`config.mk`:
```
export PLATFORM = sky130hd
export DESIGN_NAME = queue
export DESIGN_NICKNAME = d
export VERILOG_FILES = /design/src/rtl/queue_pkg.sv /design/src/rtl/queue_ptr.sv /design/src/rtl/queue.sv
export SDC_FILE = /design/constraint.sdc
export NUM_CORES = 1
export LEC_CHECK = 0
export CAP_MARGIN = 30
export CORE_UTILIZATION = 40
export CTS_CLUSTER_SIZE = 14
export DETAILED_ROUTE_END_ITERATION = 12
export HOLD_SLACK_MARGIN = 0.12
export SYNTH_ARGS = -nofsm -noshare
export SYNTH_HDL_FRONTEND = slang
export SYNTH_SLANG_ARGS = --single-unit
```
`constraint.sdc`:
```
create_clock -name clk -period 8.55 [get_ports clk]
set_clock_uncertainty 0.1 [all_clocks]
set_input_delay 1.71 -clock clk [delete_from_list [all_inputs] [get_ports clk]]
set_output_delay 1.71 -clock clk [all_outputs]
set_load 0.05 [all_outputs]
```
`src/rtl/queue_pkg.sv`:
```
// Shared constants and types for the circular FIFO queue and its pointer sub-module.
package queue_pkg;

    localparam int QUEUE_WIDTH = 16;
    localparam int QUEUE_DEPTH = 8;
    localparam int QUEUE_AW    = 3;

    typedef logic [QUEUE_WIDTH-1:0] queue_word_t;
    typedef logic [QUEUE_AW-1:0]    queue_ptr_t;

endpackage

```
`src/rtl/queue_ptr.sv`:
```
// Wrapping read/write pointer for the queue: AW-bit counter, async reset to 0, increment-enable.
module queue_ptr
    import queue_pkg::*;
#(
    parameter int AW = QUEUE_AW
) (
    input  logic          clk,
    input  logic          reset,
    input  logic          inc,
    output logic [AW-1:0] ptr
);

    // DEPTH is a power of two, so natural AW-bit overflow is the modulo-DEPTH wrap
    always_ff @(posedge clk or posedge reset) begin
        if (reset) begin
            ptr <= '0;
        end else if (inc) begin
            ptr <= ptr + AW'(1);
        end
    end

endmodule

```
`src/rtl/queue.sv`:
```
// Circular first-word-fall-through FIFO; head entry always visible on value_out.
// Optional sticky protocol-error output err is built when QUEUE_ERR_EN is defined.
module queue
    import queue_pkg::*;
#(
    parameter int WIDTH = QUEUE_WIDTH,
    parameter int DEPTH = QUEUE_DEPTH,
    parameter int AW    = QUEUE_AW
) (
    input  logic             clk,
    input  logic             reset,
    input  logic             push,
    input  logic             pop,
    input  logic [WIDTH-1:0] value_in,
    output logic [WIDTH-1:0] value_out,
    output logic [AW:0]      count,
`ifdef QUEUE_ERR_EN
    output logic             full,
    output logic             empty,
    output logic             err
`else
    output logic             full,
    output logic             empty
`endif
);

    logic [WIDTH-1:0] mem [DEPTH];
    logic [AW-1:0]    head;
    logic [AW-1:0]    tail;
    logic             do_push;
    logic             do_pop;

    // Flags decode only the registered count, never the requests
    assign full    = (count == (AW+1)'(DEPTH));
    assign empty   = (count == '0);
    assign do_push = push & ~full;
    assign do_pop  = pop & ~empty;

    assign value_out = empty ? '0 : mem[head];

    queue_ptr #(.AW(AW)) u_head (
        .clk   (clk),
        .reset (reset),
        .inc   (do_pop),
        .ptr   (head)
    );

    queue_ptr #(.AW(AW)) u_tail (
        .clk   (clk),
        .reset (reset),
        .inc   (do_push),
        .ptr   (tail)
    );

    // Storage is deliberately not reset; the empty gate hides stale words
    always_ff @(posedge clk) begin
        if (do_push) begin
            mem[tail] <= value_in;
        end
    end

    always_ff @(posedge clk or posedge reset) begin
        if (reset) begin
            count <= '0;
        end else begin
            case ({do_push, do_pop})
                2'b10:   count <= count + (AW+1)'(1);
                2'b01:   count <= count - (AW+1)'(1);
                default: count <= count;
            endcase
        end
    end

`ifdef QUEUE_ERR_EN
    always_ff @(posedge clk or posedge reset) begin
        if (reset) begin
            err <= 1'b0;
        end else if ((push & full) | (pop & empty)) begin
            err <= 1'b1;
        end
    end
`endif

endmodule
```
==> results.txt, run 1 <==
----------------------------------------------------
[Logic synthesis]
  Net Count, Synth ... 279
  Syn avg cell area ... 21.4 sq um
  Syn Std Cell Area ... 5430 sq um
  Seq cells post-synth ... 138
  Ys flop type ... sky130_fd_sc_hd__edfxtp_1
  Fraction of the yosys area taken by sequential cells ... 75.4%
  Number of library cell types mapped by synthesis ... 34
  Proportion of synthesized flip-flops having asynchronous set or reset ... 7.25%
  Synth warnings ... 0
  Synth Instances ... 254
  EDFF count, synth ... 128

[Clock network]
  Clock latency at the later pin of the worst-skew pair ... 410 ps
  Clock tree sinks ... 138
  Count of cells resized by post-cts repair ... 0
  Number of hold buffers added after CTS ... 0
  TritonCTS clock tree ... built
  Clock-pin slew on the worst setup and hold paths ... 50 ps
  Number of buffers on the longest clock path ... 2
  Cell chosen for the clock root ... sky130_fd_sc_hd__clkbuf_16
  Inserted Clock Buffers ... 17
  Number of buffers inserted by post-CTS setup repair ... 0
  Total number of H-tree levels ... 4

[Global routing]
  Global-route wire length before repair ... 15900 um
  Pin count of the biggest net entering global routing ... 29
  Vias in the first global route ... 2749
  Congestion Overflow GR ... 0
  Antenna violations before repair ... 0
  Total GRT Usage ... 16.0%

[Routing]
  ANT nets after route ... 0
  Avg WL per Cell ... 20.0 um
  Routed length on met3 ... 585 um
  Number of iterations in the first detailed-routing pass ... 4
  Initial detailed-routing violation count ... 252
  Routed vias/inst ... 5.27
  Wire length on met2 ... 5010 um
  Met1 Routed Length ... 4250 um
  DRC violation count after routing ... 0
  Highest signal layer in the routed design ... met4
  Number of vias after detailed routing ... 2641
  Detailed-route wire length ... 10000 um

[Min path]
  Terminating pin of the worst hold path ... u_head.ptr[2]
  Path class of the lowest-slack min-delay path ... flip-flop to flip-flop
  Depth of the worst hold-timing path ... 1
  Critical hold path startpoint ... u_head.ptr[2]

[Worst setup path]
  RR Endpoint ... count[3]
  R2R Path Start ... count[0]
  Slack of the worst reg-to-reg path ... 5690 ps
  Worst Setup Path Type ... flip-flop to output pin
  WP data arrival ... 3000 ps
  Category of the worst setup path launch point ... flip-flop
  Type of element capturing the critical path ... output pin
  Max Fanout on Critical Path ... 24
  FF-to-FF path depth ... 6
  Source of the critical timing path ... u_head.ptr[0]
  Required time at the worst-slack endpoint ... 6740 ps

[Finish]
  Final Cell Area ... 6610 sq um
  Final Util ... 49.9%
  P&R area growth vs syn ... 21.8%
  Commonest non-fill, non-tap cell in the layout ... sky130_fd_sc_hd__edfxtp_1
  Ratio of cells with drive above 1 in the final layout ... 23.7%
  Final net count ... 337
  Antenna cells ... 0
  Most frequent cells in the layout ... 128 x sky130_fd_sc_hd__edfxtp_1, 41 x sky130_fd_sc_hd__clkdlybuf4s50_1, 32 x sky130_fd_sc_hd__mux4_2, 17 x sky130_fd_sc_hd__clkbuf_16, 16 x sky130_fd_sc_hd__a22o_1

[Place]
  Placement-stage cell area ... 6070 sq um
  I/O Buffers ... 41
  Half-perimeter wire length of the detailed placement result ... 5910 um
  Routability Congestion ... 0.749

[Power]
  Max VDD drop ... 215 uV
  Overall power consumption ... 0.00261 W
  Power per Cell Area ... 395 nW/um^2
  LEAKAGE ... 2.21 nW

[Floorplanning]
  Die height ... 119 um
  Area of the placeable core ... 13200 sq um
  Total I/O pin count ... 42
  Overall die area ... 14000 sq um
  Num rows ... 42
  Die Width ... 119 um
  Initial standard-cell utilization of the core ... 41.0%

[STA]
  Setup TNS after final layout ... 0 ps
  Fin. max-slew vios ... 0
  Final setup viols ... 0
  Maximum operating frequency ... 208 MHz
  Worst hold margin ... 390 ps
  Worst-margin pin slew ... 584 ps
  Final worst path period need ... 4810 ps
  Final-report hold violation count ... 0
  Max-Slew Margin vs Limit ... 60.9%
  Setup repair after global routing missed its margin ... no
  Post-route fraction of the period consumed by the critical path ... 56.3%

[Run status]
  Outcome ... completed

[Flow run]
  Number of max-cap violations ... 0

----------------------------------------------------
area by class of cell:
class,instances,area (sq um)
Inverter,6,22.5
Multi-Input combinational cell,97,1240
Timing Repair Buffer,52,493
Sequential cell,138,4100
Tap cell,176,220
Clock inverter,13,109
Fill cell,1069,6630
Clock buffer,19,433
where the power goes:
group	total [W]	switching, W	internal, W
clock network	0.000669	0.000250	0.000419
logic	0.00101	0.000596	0.000415
registers	0.000930	0.0000701	0.000860
total	0.00261	0.000916	0.00169
critical path, cell delays in order (launching register included):
cell and delay [ps]:
sky130_fd_sc_hd__dfrtp_2 560, sky130_fd_sc_hd__buf_4 490, sky130_fd_sc_hd__mux4_2 560, sky130_fd_sc_hd__a22o_1 270, sky130_fd_sc_hd__clkdlybuf4s50_1 700
worst max path at each step:
stage / to / slack (ps) / cells past startpoint
finish: value_out[6] / 3740 / 4
global route: value_out[6] / 3550 / 4
CTS: value_out[6] / 3660 / 4
detailed placement: value_out[6] / 4100 / 4
global placement: value_out[13] / 4090 / 4
floorplan: value_out[10] / 4330 / 6
stage by stage:
| step | instances | worst slack, ps |
|---|---|---|
| 5_1_grt | 501 | 3550 |
| 3_5_place_dp | 469 | 4100 |
| 3_3_place_gp | 469 | 4090 |
| 4_1_cts | 501 | 3660 |
| 2_1_floorplan | 254 | 4330 |
| 6_report | 501 | 3740 |
Yosys cell counts, types with 2 or more instances:
cell type / n / area [sq um]
sky130_fd_sc_hd__nand2_1: 3 / 11.3
sky130_fd_sc_hd__nand3_1: 3 / 15.0
sky130_fd_sc_hd__clkbuf_1: 5 / 18.8
sky130_fd_sc_hd__xnor2_1: 6 / 52.6
sky130_fd_sc_hd__a22o_1: 16 / 140
sky130_fd_sc_hd__nand3b_1: 2 / 15.0
sky130_fd_sc_hd__ha_1: 5 / 62.6
sky130_fd_sc_hd__inv_1: 6 / 22.5
sky130_fd_sc_hd__nor3_1: 2 / 10.0
sky130_fd_sc_hd__buf_6: 2 / 22.5
sky130_fd_sc_hd__nor2_1: 8 / 30.0
sky130_fd_sc_hd__edfxtp_1: 128 / 3840
sky130_fd_sc_hd__nand2b_1: 2 / 12.5
sky130_fd_sc_hd__mux4_2: 32 / 721
sky130_fd_sc_hd__dfrtp_1: 10 / 250
sky130_fd_sc_hd__buf_2: 5 / 25.0
sky130_fd_sc_hd__mux2_2: 2 / 22.5
cell families after synthesis:
| kind of cell | count (synthesis) | share of synthesized area [%] |
|---|---|---|
| DFF | 138 | 75.4 |
| muxes | 36 | 14.1 |
| and+or+nand+nor | 27 | 2.88 |
| AOI/OAI and AO/OA | 22 | 3.43 |
| buffers and inverters | 19 | 1.91 |
| xor gates and xnor gates | 7 | 1.13 |
| adders and majority gates | 5 | 1.15 |
per-layer routing:
layer | vias up | GRT usage (%)
met5 | - | 0
met4 | 0 | 7.59
met3 | 15 | 4.49
met2 | 75 | 25.3
met1 | 1376 | 20.5
li1 | 1175 | -
state kept, by name, indices dropped and copies added, names as in the netlist:
register,count
mem,128
u_tail.ptr,3
count,4
u_head.ptr,3
No activity file was read; power rests on OpenSTA's default activity.
==> inputs of run 2 (changes only) <==
Clock period 8.55 ns to 4.1 ns, I/O delays scaled along.
==> run 2 against run 1 <==
Via count fell by 0.38%. Clock power rose by 120%. Non-clock buffer count rose by 5. Critical path type unchanged. Setup slack got worse by 3300 ps. Sequential power rose by 110%. Critical path depth rose by 2.
==> results.txt, run 2 (synthesis gave the netlist of run 1 again) <==
----------------------------------------------------
[Power]
  Combinational group share of total power ... 38.9% (+0.2 points)
  LEAKAGE ... 2.25 nW (+1.8%)
  Switching fraction of total power ... 34.8% (-0.29 points)
  Relative contribution of the clock network to total power ... 26.3% (+0.7 points)
  Power per Cell Area ... 829 nW/um^2 (+110%)
  Internal Pwr Total ... 0.00360 W (+110%)
  Max VDD drop ... 350 uV (+63%)
  Share of power burned in registers ... 34.8% (-0.8 points)
  Switching pwr ... 0.00192 W (+110%)

[Finish]
  Max FFs per register ... 128 (unchanged)
  Number of filler cells placed in the layout ... 1083 (+1.3%)
  Antenna cells ... 0 (unchanged)
  Most frequent cells in the layout ... 128 x sky130_fd_sc_hd__edfxtp_1, 35 x sky130_fd_sc_hd__clkdlybuf4s50_1, 32 x sky130_fd_sc_hd__mux4_2, 22 x sky130_fd_sc_hd__buf_4, 17 x sky130_fd_sc_hd__clkbuf_16
  Largest Register ... mem
  Biggest registers after layout ... mem: 128 flops, count: 4 flops
  Ratio of cells with drive above 1 in the final layout ... 26.4% (+2.7 points)
  Commonest non-fill, non-tap cell in the layout ... sky130_fd_sc_hd__edfxtp_1
  P&R area growth vs syn ... 22.7%
  Final net count ... 342 (+1.5%)

[Routing]
  Routed vias/inst ... 5.20 (-1.4%)
  Number of iterations in the first detailed-routing pass ... 4 (unchanged)
  Avg WL per Cell ... 20.0 um (+0.18%)
  Detailed-route wire length ... 10100 um (+1.2%)
  Initial detailed-routing violation count ... 210 (-17%)
  Number of vias after detailed routing ... 2631 (-0.38%)
  ANT nets after route ... 0 (unchanged)
  DRC violation count after routing ... 0 (unchanged)

[Clock network]
  Total number of H-tree levels ... 4 (unchanged)
  Count of cells resized by post-cts repair ... 0 (unchanged)
  Clock latency at the later pin of the worst-skew pair ... 410 ps (about the same)
  Clock tree sinks ... 138 (unchanged)
  Number of buffers inserted by post-CTS setup repair ... 0 (unchanged)
  Number of buffers on the longest clock path ... 2 (unchanged)
  Cell chosen for the clock root ... sky130_fd_sc_hd__clkbuf_16
  TritonCTS clock tree ... built
  Inserted Clock Buffers ... 17 (unchanged)
  Number of hold buffers added after CTS ... 0 (unchanged)
  Clock-pin slew on the worst setup and hold paths ... 60 ps (about the same)

[STA]
  Post-route fraction of the period consumed by the critical path ... 89.8%
  Fin. max-slew vios ... 0 (unchanged)
  Final-report hold violation count ... 0 (unchanged)
  Worst hold margin ... 403 ps (+12.3 ps)
  Setup TNS after final layout ... 0 ps (unchanged)
  Final setup viols ... 0 (unchanged)
  Max-Slew Margin vs Limit ... 55.4% (-5.5 points)
  Final worst setup slack ... 418 ps (-3320 ps)
  Maximum operating frequency ... 272 MHz
  Setup repair after global routing missed its margin ... no
  Final worst path period need ... 3680 ps
  Worst-margin pin slew ... 667 ps (+82.9 ps)

[Global routing]
  Vias in the first global route ... 2786 (+1.3%)
  Total GRT Usage ... 16.0% (+0.055 points)
  Antenna violations before repair ... 0 (unchanged)
  Global-route wire length before repair ... 16000 um (+0.60%)
  Pin count of the biggest net entering global routing ... 19 (-34%)
  Congestion Overflow GR ... 0 (unchanged)

[Place]
  Worst-case setup slack after placement ... 829 ps (-3270 ps)
  Half-perimeter wire length of the detailed placement result ... 6130 um (+3.7%)
  I/O Buffers ... 41 (unchanged)
  Routability Congestion ... 0.765 (+2.2%)

[Floorplanning]
  Die height ... 119 um (unchanged)
  Die Width ... 119 um (unchanged)
  Num rows ... 42 (unchanged)
  Total I/O pin count ... 42 (unchanged)
  Area of the placeable core ... 13200 sq um (unchanged)
  Overall die area ... 14000 sq um (unchanged)
  Initial standard-cell utilization of the core ... 41.0% (unchanged)

[Worst setup path]
  Max Fanout on Critical Path ... 16 (-33%)
  Worst Setup Path Type ... flip-flop to output pin
  WP data arrival ... 2760 ps (-240 ps)
  Type of element capturing the critical path ... output pin
  Required time at the worst-slack endpoint ... 3180 ps (-3560 ps)
  Category of the worst setup path launch point ... flip-flop

[Flow run]
  Number of max-cap violations ... 0 (unchanged)

[Run status]
  Outcome ... completed

[Min path]
  Path class of the lowest-slack min-delay path ... flip-flop to flip-flop

----------------------------------------------------
==> run 2: power by group through the flow <==
stage / combinational (W) / sequential [W] / clock [W]
2_1_floorplan: 0.00153 / 0.00196 / 0
3_5_place_dp: 0.00217 / 0.00195 / 0
6_report: 0.00215 / 0.00192 / 0.00145
3_3_place_gp: 0.00216 / 0.00194 / 0
4_1_cts: 0.00218 / 0.00193 / 0.00148
5_1_grt: 0.00227 / 0.00195 / 0.00154
==> run 2: critical path: stages (launching register included) <==
cell	delay, ps
sky130_fd_sc_hd__dfrtp_1	460
sky130_fd_sc_hd__or4_4	590
sky130_fd_sc_hd__inv_1	90
sky130_fd_sc_hd__nor2_1	40
sky130_fd_sc_hd__buf_4	220
sky130_fd_sc_hd__a22o_1	250
sky130_fd_sc_hd__clkdlybuf4s50_1	700
==> run 2: per-layer routing <==
metal / wire length [um] / vias up / track usage (%) / part of all wire, %
met3: 515 / 14 / 4.87 / 5.1
met5: 0 / - / 0 / 0
met2: 4880 / 60 / 25.1 / 48
met4: 136 / 0 / 7.12 / 1.3
met1: 4600 / 1377 / 20.7 / 45
li1: - / 1180 / - / -
==> run 2: final cells by class <==
class	instances	area (sq um)	share of cell area, %
clock buffers	19	433	6.50
flip-flops and latches	138	4100	61.5
well taps	176	220	3.31
clock inverters	13	133	1.99
inverters	6	22.5	0.338
multi-input cells	97	1240	18.6
repair buffers	57	515	7.74
==> run 2: path summary, 6_finish.rpt <==
path	to	slack (ps)	start	cells past startpoint
worst max-delay path	value_out[6]	420	count[0]	6
worst min-delay path	u_head.ptr[2]	400	u_head.ptr[2]	1
worst max register to register	count[3]	1180	count[0]	6
worst min register to register	u_head.ptr[2]	400	u_head.ptr[2]	1
max in group asynchronous	u_head.ptr[0]	2930	reset	2
min in group asynchronous	count[3]	620	reset	2
==> run 2: stage by stage <==
step | instance area, sq um | util (%) | std cells | power [W]
floorplan | 5430 | - | 254 | 0.00350
global placement | 6090 | 46.0 | 474 | 0.00410
detailed placement | 6090 | 46.0 | 474 | 0.00412
CTS | 6660 | 50.3 | 506 | 0.00559
global route | 6660 | 50.3 | 506 | 0.00576
finish | 6660 | 50.3 | 506 | 0.00552
